===== src/rtl/load_store_unit_if.sv =====
// rtl/load_store_unit_if.sv - CPU request/response and data-memory port bundle for the load/store unit
interface load_store_unit_if #(
  parameter int ADDR_W = 32
);
  logic              req_valid;
  logic              req_ready;
  logic              req_write;
  logic [2:0]        req_funct3;
  logic [ADDR_W-1:0] req_addr;
  logic [31:0]       req_wdata;
  logic              resp_valid;
  logic [31:0]       resp_rdata;
  logic              resp_error;
  logic [ADDR_W-1:0] mem_addr;
  logic [31:0]       mem_wdata;
  logic [1:0]        mem_width;
  logic              mem_write;
  logic [31:0]       mem_rdata;

  modport master (
    input  req_valid, req_write, req_funct3, req_addr, req_wdata, mem_rdata,
    output req_ready, resp_valid, resp_rdata, resp_error,
           mem_addr, mem_wdata, mem_width, mem_write
  );

  modport slave (
    output req_valid, req_write, req_funct3, req_addr, req_wdata, mem_rdata,
    input  req_ready, resp_valid, resp_rdata, resp_error,
           mem_addr, mem_wdata, mem_width, mem_write
  );
endinterface


===== src/rtl/load_store_unit.sv =====
// rtl/load_store_unit.sv - single-outstanding load/store initiator with byte splitting of misaligned accesses
module load_store_unit #(
  parameter int ADDR_W           = 32,
  parameter bit SPLIT_MISALIGNED = 1'b1
) (
  input  logic                clk,
  input  logic                rst_n,
  load_store_unit_if.master   bus
);
  typedef enum logic [1:0] {S_IDLE, S_ACCESS, S_SPLIT, S_RESP} state_t;

  state_t            r_state;
  state_t            w_next;
  logic [ADDR_W-1:0] r_addr;
  logic [31:0]       r_wdata;
  logic [31:0]       r_rdata;
  logic [2:0]        r_funct3;
  logic              r_write;
  logic              r_error;
  logic [1:0]        r_cnt;

  logic              w_accept;
  logic              w_illegal;
  logic              w_misaligned;
  logic [1:0]        w_last_cnt;
  logic [7:0]        w_wbyte;
  logic [31:0]       w_ext;
  logic              w_mem_write;

  assign w_accept     = bus.req_valid & bus.req_ready;
  assign w_illegal    = (bus.req_funct3 == 3'b011) | (bus.req_funct3[2:1] == 2'b11) |
                        (bus.req_funct3[2] & bus.req_write);
  assign w_misaligned = ((bus.req_funct3[1:0] == 2'b01) & bus.req_addr[0]) |
                        ((bus.req_funct3[1:0] == 2'b10) & (bus.req_addr[1:0] != 2'b00));
  assign w_last_cnt   = (r_funct3[1:0] == 2'b10) ? 2'd3 : 2'd1;
  assign w_wbyte      = r_wdata[8*r_cnt +: 8];

  // Stores and errors report zero data; loads extend according to funct3.
  always_comb begin
    w_ext = 32'd0;
    if (!r_error && !r_write) begin
      case (r_funct3)
        3'b000:  w_ext = {{24{r_rdata[7]}}, r_rdata[7:0]};
        3'b001:  w_ext = {{16{r_rdata[15]}}, r_rdata[15:0]};
        3'b100:  w_ext = {24'd0, r_rdata[7:0]};
        3'b101:  w_ext = {16'd0, r_rdata[15:0]};
        default: w_ext = r_rdata;
      endcase
    end
  end

  always_comb begin
    w_next         = r_state;
    w_mem_write    = 1'b0;
    bus.req_ready  = 1'b0;
    bus.resp_valid = 1'b0;
    bus.resp_error = 1'b0;
    bus.resp_rdata = 32'd0;
    bus.mem_addr   = '0;
    bus.mem_wdata  = 32'd0;
    bus.mem_width  = 2'b00;
    case (r_state)
      S_IDLE: begin
        bus.req_ready = rst_n;
        if (w_accept) begin
          if (w_illegal)         w_next = S_RESP;
          else if (!w_misaligned) w_next = S_ACCESS;
          else if (SPLIT_MISALIGNED) w_next = S_SPLIT;
          else                   w_next = S_RESP;
        end
      end
      S_ACCESS: begin
        bus.mem_addr  = r_addr;
        bus.mem_width = r_funct3[1:0];
        bus.mem_wdata = r_wdata;
        w_mem_write   = r_write;
        w_next        = S_RESP;
      end
      S_SPLIT: begin
        bus.mem_addr  = r_addr + ADDR_W'(r_cnt);
        bus.mem_wdata = {24'd0, w_wbyte};
        w_mem_write   = r_write;
        if (r_cnt == w_last_cnt) w_next = S_RESP;
      end
      S_RESP: begin
        bus.resp_valid = rst_n;
        bus.resp_error = r_error;
        bus.resp_rdata = w_ext;
        w_next         = S_IDLE;
      end
      default: w_next = S_IDLE;
    endcase
    // A reset cycle must never commit a write, even mid-split.
    bus.mem_write = w_mem_write & rst_n;
  end

  always_ff @(posedge clk) begin
    if (!rst_n) begin
      r_state  <= S_IDLE;
      r_addr   <= '0;
      r_wdata  <= 32'd0;
      r_rdata  <= 32'd0;
      r_funct3 <= 3'd0;
      r_write  <= 1'b0;
      r_error  <= 1'b0;
      r_cnt    <= 2'd0;
    end else begin
      r_state <= w_next;
      case (r_state)
        S_IDLE: begin
          if (w_accept) begin
            r_addr   <= bus.req_addr;
            r_wdata  <= bus.req_wdata;
            r_funct3 <= bus.req_funct3;
            r_write  <= bus.req_write;
            r_error  <= w_illegal | (w_misaligned & !SPLIT_MISALIGNED);
            r_rdata  <= 32'd0;
            r_cnt    <= 2'd0;
          end
        end
        S_ACCESS: r_rdata <= bus.mem_rdata;
        S_SPLIT: begin
          r_rdata[8*r_cnt +: 8] <= bus.mem_rdata[7:0];
          r_cnt                 <= r_cnt + 2'd1;
        end
        default: ;
      endcase
    end
  end
endmodule


===== src/flat_wrapper.sv =====
// flat-port wrapper written by rule: the top's interface ports become plain ports
module load_store_unit_flat 
#(
  parameter int ADDR_W           = 32,
  parameter bit SPLIT_MISALIGNED = 1'b1
)
  (clk, rst_n, bus_req_valid, bus_req_write, bus_req_funct3, bus_req_addr, bus_req_wdata, bus_mem_rdata, bus_req_ready, bus_resp_valid, bus_resp_rdata, bus_resp_error, bus_mem_addr, bus_mem_wdata, bus_mem_width, bus_mem_write);
  load_store_unit_if #(.ADDR_W(ADDR_W)) bus_i ();
  input  logic clk;
  input  logic rst_n;
  input wire logic [$bits(bus_i.req_valid)-1:0] bus_req_valid;
  input wire logic [$bits(bus_i.req_write)-1:0] bus_req_write;
  input wire logic [$bits(bus_i.req_funct3)-1:0] bus_req_funct3;
  input wire logic [$bits(bus_i.req_addr)-1:0] bus_req_addr;
  input wire logic [$bits(bus_i.req_wdata)-1:0] bus_req_wdata;
  input wire logic [$bits(bus_i.mem_rdata)-1:0] bus_mem_rdata;
  output wire logic [$bits(bus_i.req_ready)-1:0] bus_req_ready;
  output wire logic [$bits(bus_i.resp_valid)-1:0] bus_resp_valid;
  output wire logic [$bits(bus_i.resp_rdata)-1:0] bus_resp_rdata;
  output wire logic [$bits(bus_i.resp_error)-1:0] bus_resp_error;
  output wire logic [$bits(bus_i.mem_addr)-1:0] bus_mem_addr;
  output wire logic [$bits(bus_i.mem_wdata)-1:0] bus_mem_wdata;
  output wire logic [$bits(bus_i.mem_width)-1:0] bus_mem_width;
  output wire logic [$bits(bus_i.mem_write)-1:0] bus_mem_write;
  assign bus_i.req_valid = bus_req_valid;
  assign bus_i.req_write = bus_req_write;
  assign bus_i.req_funct3 = bus_req_funct3;
  assign bus_i.req_addr = bus_req_addr;
  assign bus_i.req_wdata = bus_req_wdata;
  assign bus_i.mem_rdata = bus_mem_rdata;
  assign bus_req_ready = bus_i.req_ready;
  assign bus_resp_valid = bus_i.resp_valid;
  assign bus_resp_rdata = bus_i.resp_rdata;
  assign bus_resp_error = bus_i.resp_error;
  assign bus_mem_addr = bus_i.mem_addr;
  assign bus_mem_wdata = bus_i.mem_wdata;
  assign bus_mem_width = bus_i.mem_width;
  assign bus_mem_write = bus_i.mem_write;
  load_store_unit #(.ADDR_W(ADDR_W), .SPLIT_MISALIGNED(SPLIT_MISALIGNED)) u_core (.clk(clk), .rst_n(rst_n), .bus(bus_i));
endmodule

===== config.mk =====
export PLATFORM = sky130hd
export DESIGN_NAME = load_store_unit_flat
export DESIGN_NICKNAME = d
export VERILOG_FILES = /design/src/rtl/load_store_unit_if.sv /design/src/rtl/load_store_unit.sv /design/src/flat_wrapper.sv
export SDC_FILE = /design/constraint.sdc
export NUM_CORES = 1
export LEC_CHECK = 0
export ABC_CLOCK_PERIOD_IN_PS = 3500
export CAP_MARGIN = 5
export CORE_MARGIN = 1
export CORE_UTILIZATION = 47
export DETAILED_ROUTE_END_ITERATION = 16
export PLACE_DENSITY = 0.91
export SLEW_MARGIN = 20
export SYNTH_ARGS = -nofsm -noshare
export SYNTH_HDL_FRONTEND = slang
export SYNTH_SLANG_ARGS = --single-unit

===== constraint.sdc =====
create_clock -name clk -period 3.5 [get_ports clk]
set_clock_uncertainty 0.2 [all_clocks]
set_input_delay 0.7 -clock clk [delete_from_list [all_inputs] [get_ports clk]]
set_output_delay 0.7 -clock clk [all_outputs]
set_load 0.03 [all_outputs]

==> impl_metrics.yaml <==
finish:
  fill_cells: 1026
  multiInputGateArea_sq_um: 3840
  area_growth_pct: 42.6
  drive_gt1_frac: 0.117
  regArea_sq_um: 2110
  antenna_cells: 0
  stdcell_count: 1239
  nets: 1177
synthesis:
  synth_commonest_cells: "nand2_1, o21ai_0, dfxtp_1"
  ys_async_sr_fraction: 0
  synth_cell_types: 54
  synth_edf_count: 0
  ys_ff_latch: 105
  ys.flop_type: "dfxtp_1"
  synth_area_leader_cell: "dfxtp_1"
  synth_area_leaders: "dfxtp_1, nand2_1, o21ai_0, a21oi_1, clkbuf_1"
  ys_seq_area_frac: 0.337
  synth_area_sq_um: 6240
  synth_top_area_share: 0.337
  synth_warnings: 0
  syn_inst: 875
  syn_area_per_cell_sq_um: 7.13
  synth_nets: 990
  yosysMostFrequentCell: "nand2_1"
routing:
  routedWlPerCell_microns: 17.2
  antenna_left: 0
  drtIter0Drc: 721
  post-route-drc-count: 0
  num_vias: 7181
  routed_wirelength_microns: 21300
  routed_via_density: 5.80
  dr.pass1.iters: 6
clock_network:
  cts_max_level: 3
  clock_latency_ns: 0.36
  cts_root_buf: "clkbuf_16"
  cts_tree: "yes"
  hold_buffers: 0
  clock_path_buffers: 2
  clock_sinks: 105
  clk_pin_slew_ns: 0.07
  cts_buffers: 9
min_path:
  min-delay-start: "u_core.r_rdata[22]$_SDFFE_PN0P_"
  whs_path_depth: 2
  holdPathEnd: "u_core.r_rdata[22]$_SDFFE_PN0P_"
  hold_path.class: "reg -> reg"
floorplanning:
  rows: 41
  io_pins: 205
  die_h_microns: 117
  initial_core_util: 0.488
  core_area_sq_um: 12800
  dieArea_sq_um: 13700
  die_w_microns: 117
setup_path:
  r2r-start: "u_core.r_cnt[0]$_SDFFE_PN0P_"
  regToRegEndpoint: "u_core.r_rdata[29]$_SDFFE_PN0P_"
  crit_path_max_fanout: 3
  critical_path_class: "reg -> out"
  arrival_ns: 2.53
  r2r_slack_ns: 0.94
  worst_ep_required_time_ns: 2.60
  endpoint_kind: "output pin"
  r2r_cells: 7
  cp-start-kind: "flip-flop"
sta:
  finalSetupViolations: 0
  fmax_mhz: 292
  slew_viol_final: 0
  min_period_over_period: 0.979
  fin_crit_ns: 3.43
  rsz0062_at_grt: "yes"
  tns_ns: 0
  max_slew_margin: 0.513
  hold_violations: 0
  tightest_slew_ns: 0.724
placed_design:
  port_buffers: 204
  dpl.hpwl_microns: 14500
  place.gp.congestion: 0.865
  dp.cells: 1219
global_routing:
  grt_max_degree: 74
  track_usage: 0.313
  grt_pass1_wl_microns: 33500
  first_global_vias: 6745
  antenna_found_initial: 0
  overflow: 0
status:
  status: "completed"
pwr:
  p_per_area_nw_per_um2: 477
  vdd_ir_drop_max_uv: 322
  p_leak_nw: 3.39
job:
  maxCapViolations: 0
flip-flops by register name, indices dropped and copies added (netlist names):
register,cells
u_core.r_funct3,3
u_core.r_state,2
u_core.r_addr,32
u_core.r_wdata,32
u_core.r_cnt,2
u_core.r_write,1
u_core.r_error,1
u_core.r_rdata,32
how the worst max path moves through the flow:
| stage | start | endpoint | slack, ns | depth (start not counted) |
|---|---|---|---|---|
| finish | u_core.r_addr[0]$_SDFFE_PN0P_ | bus_mem_addr[30] | 0.07 | 8 |
| global placement | u_core.r_cnt[0]$_SDFFE_PN0P_ | bus_mem_addr[30] | 0.02 | 8 |
| CTS | u_core.r_addr[0]$_SDFFE_PN0P_ | bus_mem_addr[30] | -0.001 | 8 |
| floorplan | u_core.r_cnt[1]$_SDFFE_PN0P_ | bus_mem_addr[19] | 0.16 | 5 |
| global route | u_core.r_cnt[1]$_SDFFE_PN0P_ | bus_mem_addr[17] | -0.009 | 9 |
| detailed placement | u_core.r_addr[0]$_SDFFE_PN0P_ | bus_mem_addr[30] | -0.07 | 8 |
routing by layer:
layer	GRT usage	share of wire	wire, microns	up-vias
met5	0	0	0	-
li1	-	-	-	3431
met1	0.390	0.41	8720	3364
met4	0.119	0.026	563	0
met2	0.513	0.48	10200	333
met3	0.0906	0.084	1790	53
worst max-delay path, stage by stage (launching register included):
cell and delay [ns]:
dfxtp_2 0.36, ha_4 0.15, fa_2 0.22, nand3_2 0.09, or3_4 0.41, or3_4 0.41
o311ai_2 0.23, o31ai_1 0.12, buf_4 0.19
power by group:
part | switching [mW] | internal [mW]
clock | 0.477 | 0.630
sequential | 0.200 | 1.39
combinational | 0.934 | 0.613
kinds of logic after synthesis:
logic type                 count (synthesis)  share of synthesized area
and+or+nand+nor                          362                      0.279
AOI/OAI and AO/OA                        284                      0.259
DFF                                      105                      0.337
buffers and inverters                     95                     0.0580
muxes                                     12                     0.0353
adders and majority gates                 12                     0.0253
xor gates and xnor gates                   5                    0.00702
final cells by class:
class / count / share of cell area
tap: 172 / 0.0242
sequential: 105 / 0.237
inverter: 25 / 0.0106
clock buffer: 10 / 0.0257
timing repair buffer: 246 / 0.261
clock inverter: 6 / 0.0101
multi-input combinational: 675 / 0.431
what timing repair did:
| action | CTS | global route |
|---|---|---|
| cloned | 0 | 0 |
| pin swaps | 1 | 5 |
| setup buffers | 3 | 1 |
| setup endpoints to repair | 10 | 45 |
| resized for setup | 25 | 19 |
cell usage in the layout, fill, tap and decap left out, types with 5 or more instances in the layout:
cell,instances
nand2_1,199
clkdlybuf4s50_1,164
o21ai_0,138
dfxtp_1,101
buf_4,69
a21oi_1,65
and3_1,36
nor2_1,29
nor2b_1,29
a22oi_1,26
inv_1,23
nand3_1,20
nand4_1,12
o21ai_1,10
and2_1,9
ha_1,9
clkbuf_16,9
mux4_2,8
a22o_1,8
o31ai_1,7
a31oi_1,6
dlymetal6s2s_1,6
or4_1,5
stage by stage:
step	util	instance area [sq um]	hold slack (ns)	power [mW]	setup WS, ns
final	0.696	8890	0.257	4.25	0.0722
after global routing	0.696	8890	0.297	4.47	-0.00915
after CTS	0.691	8820	0.259	4.21	-0.00148
after detailed placement	0.663	8470	0.244	3.10	-0.0718
after global placement	0.663	8470	0.234	3.05	0.0214
after floorplan	-	6240	0.225	2.50	0.156
(Power assumes the default switching activity.)
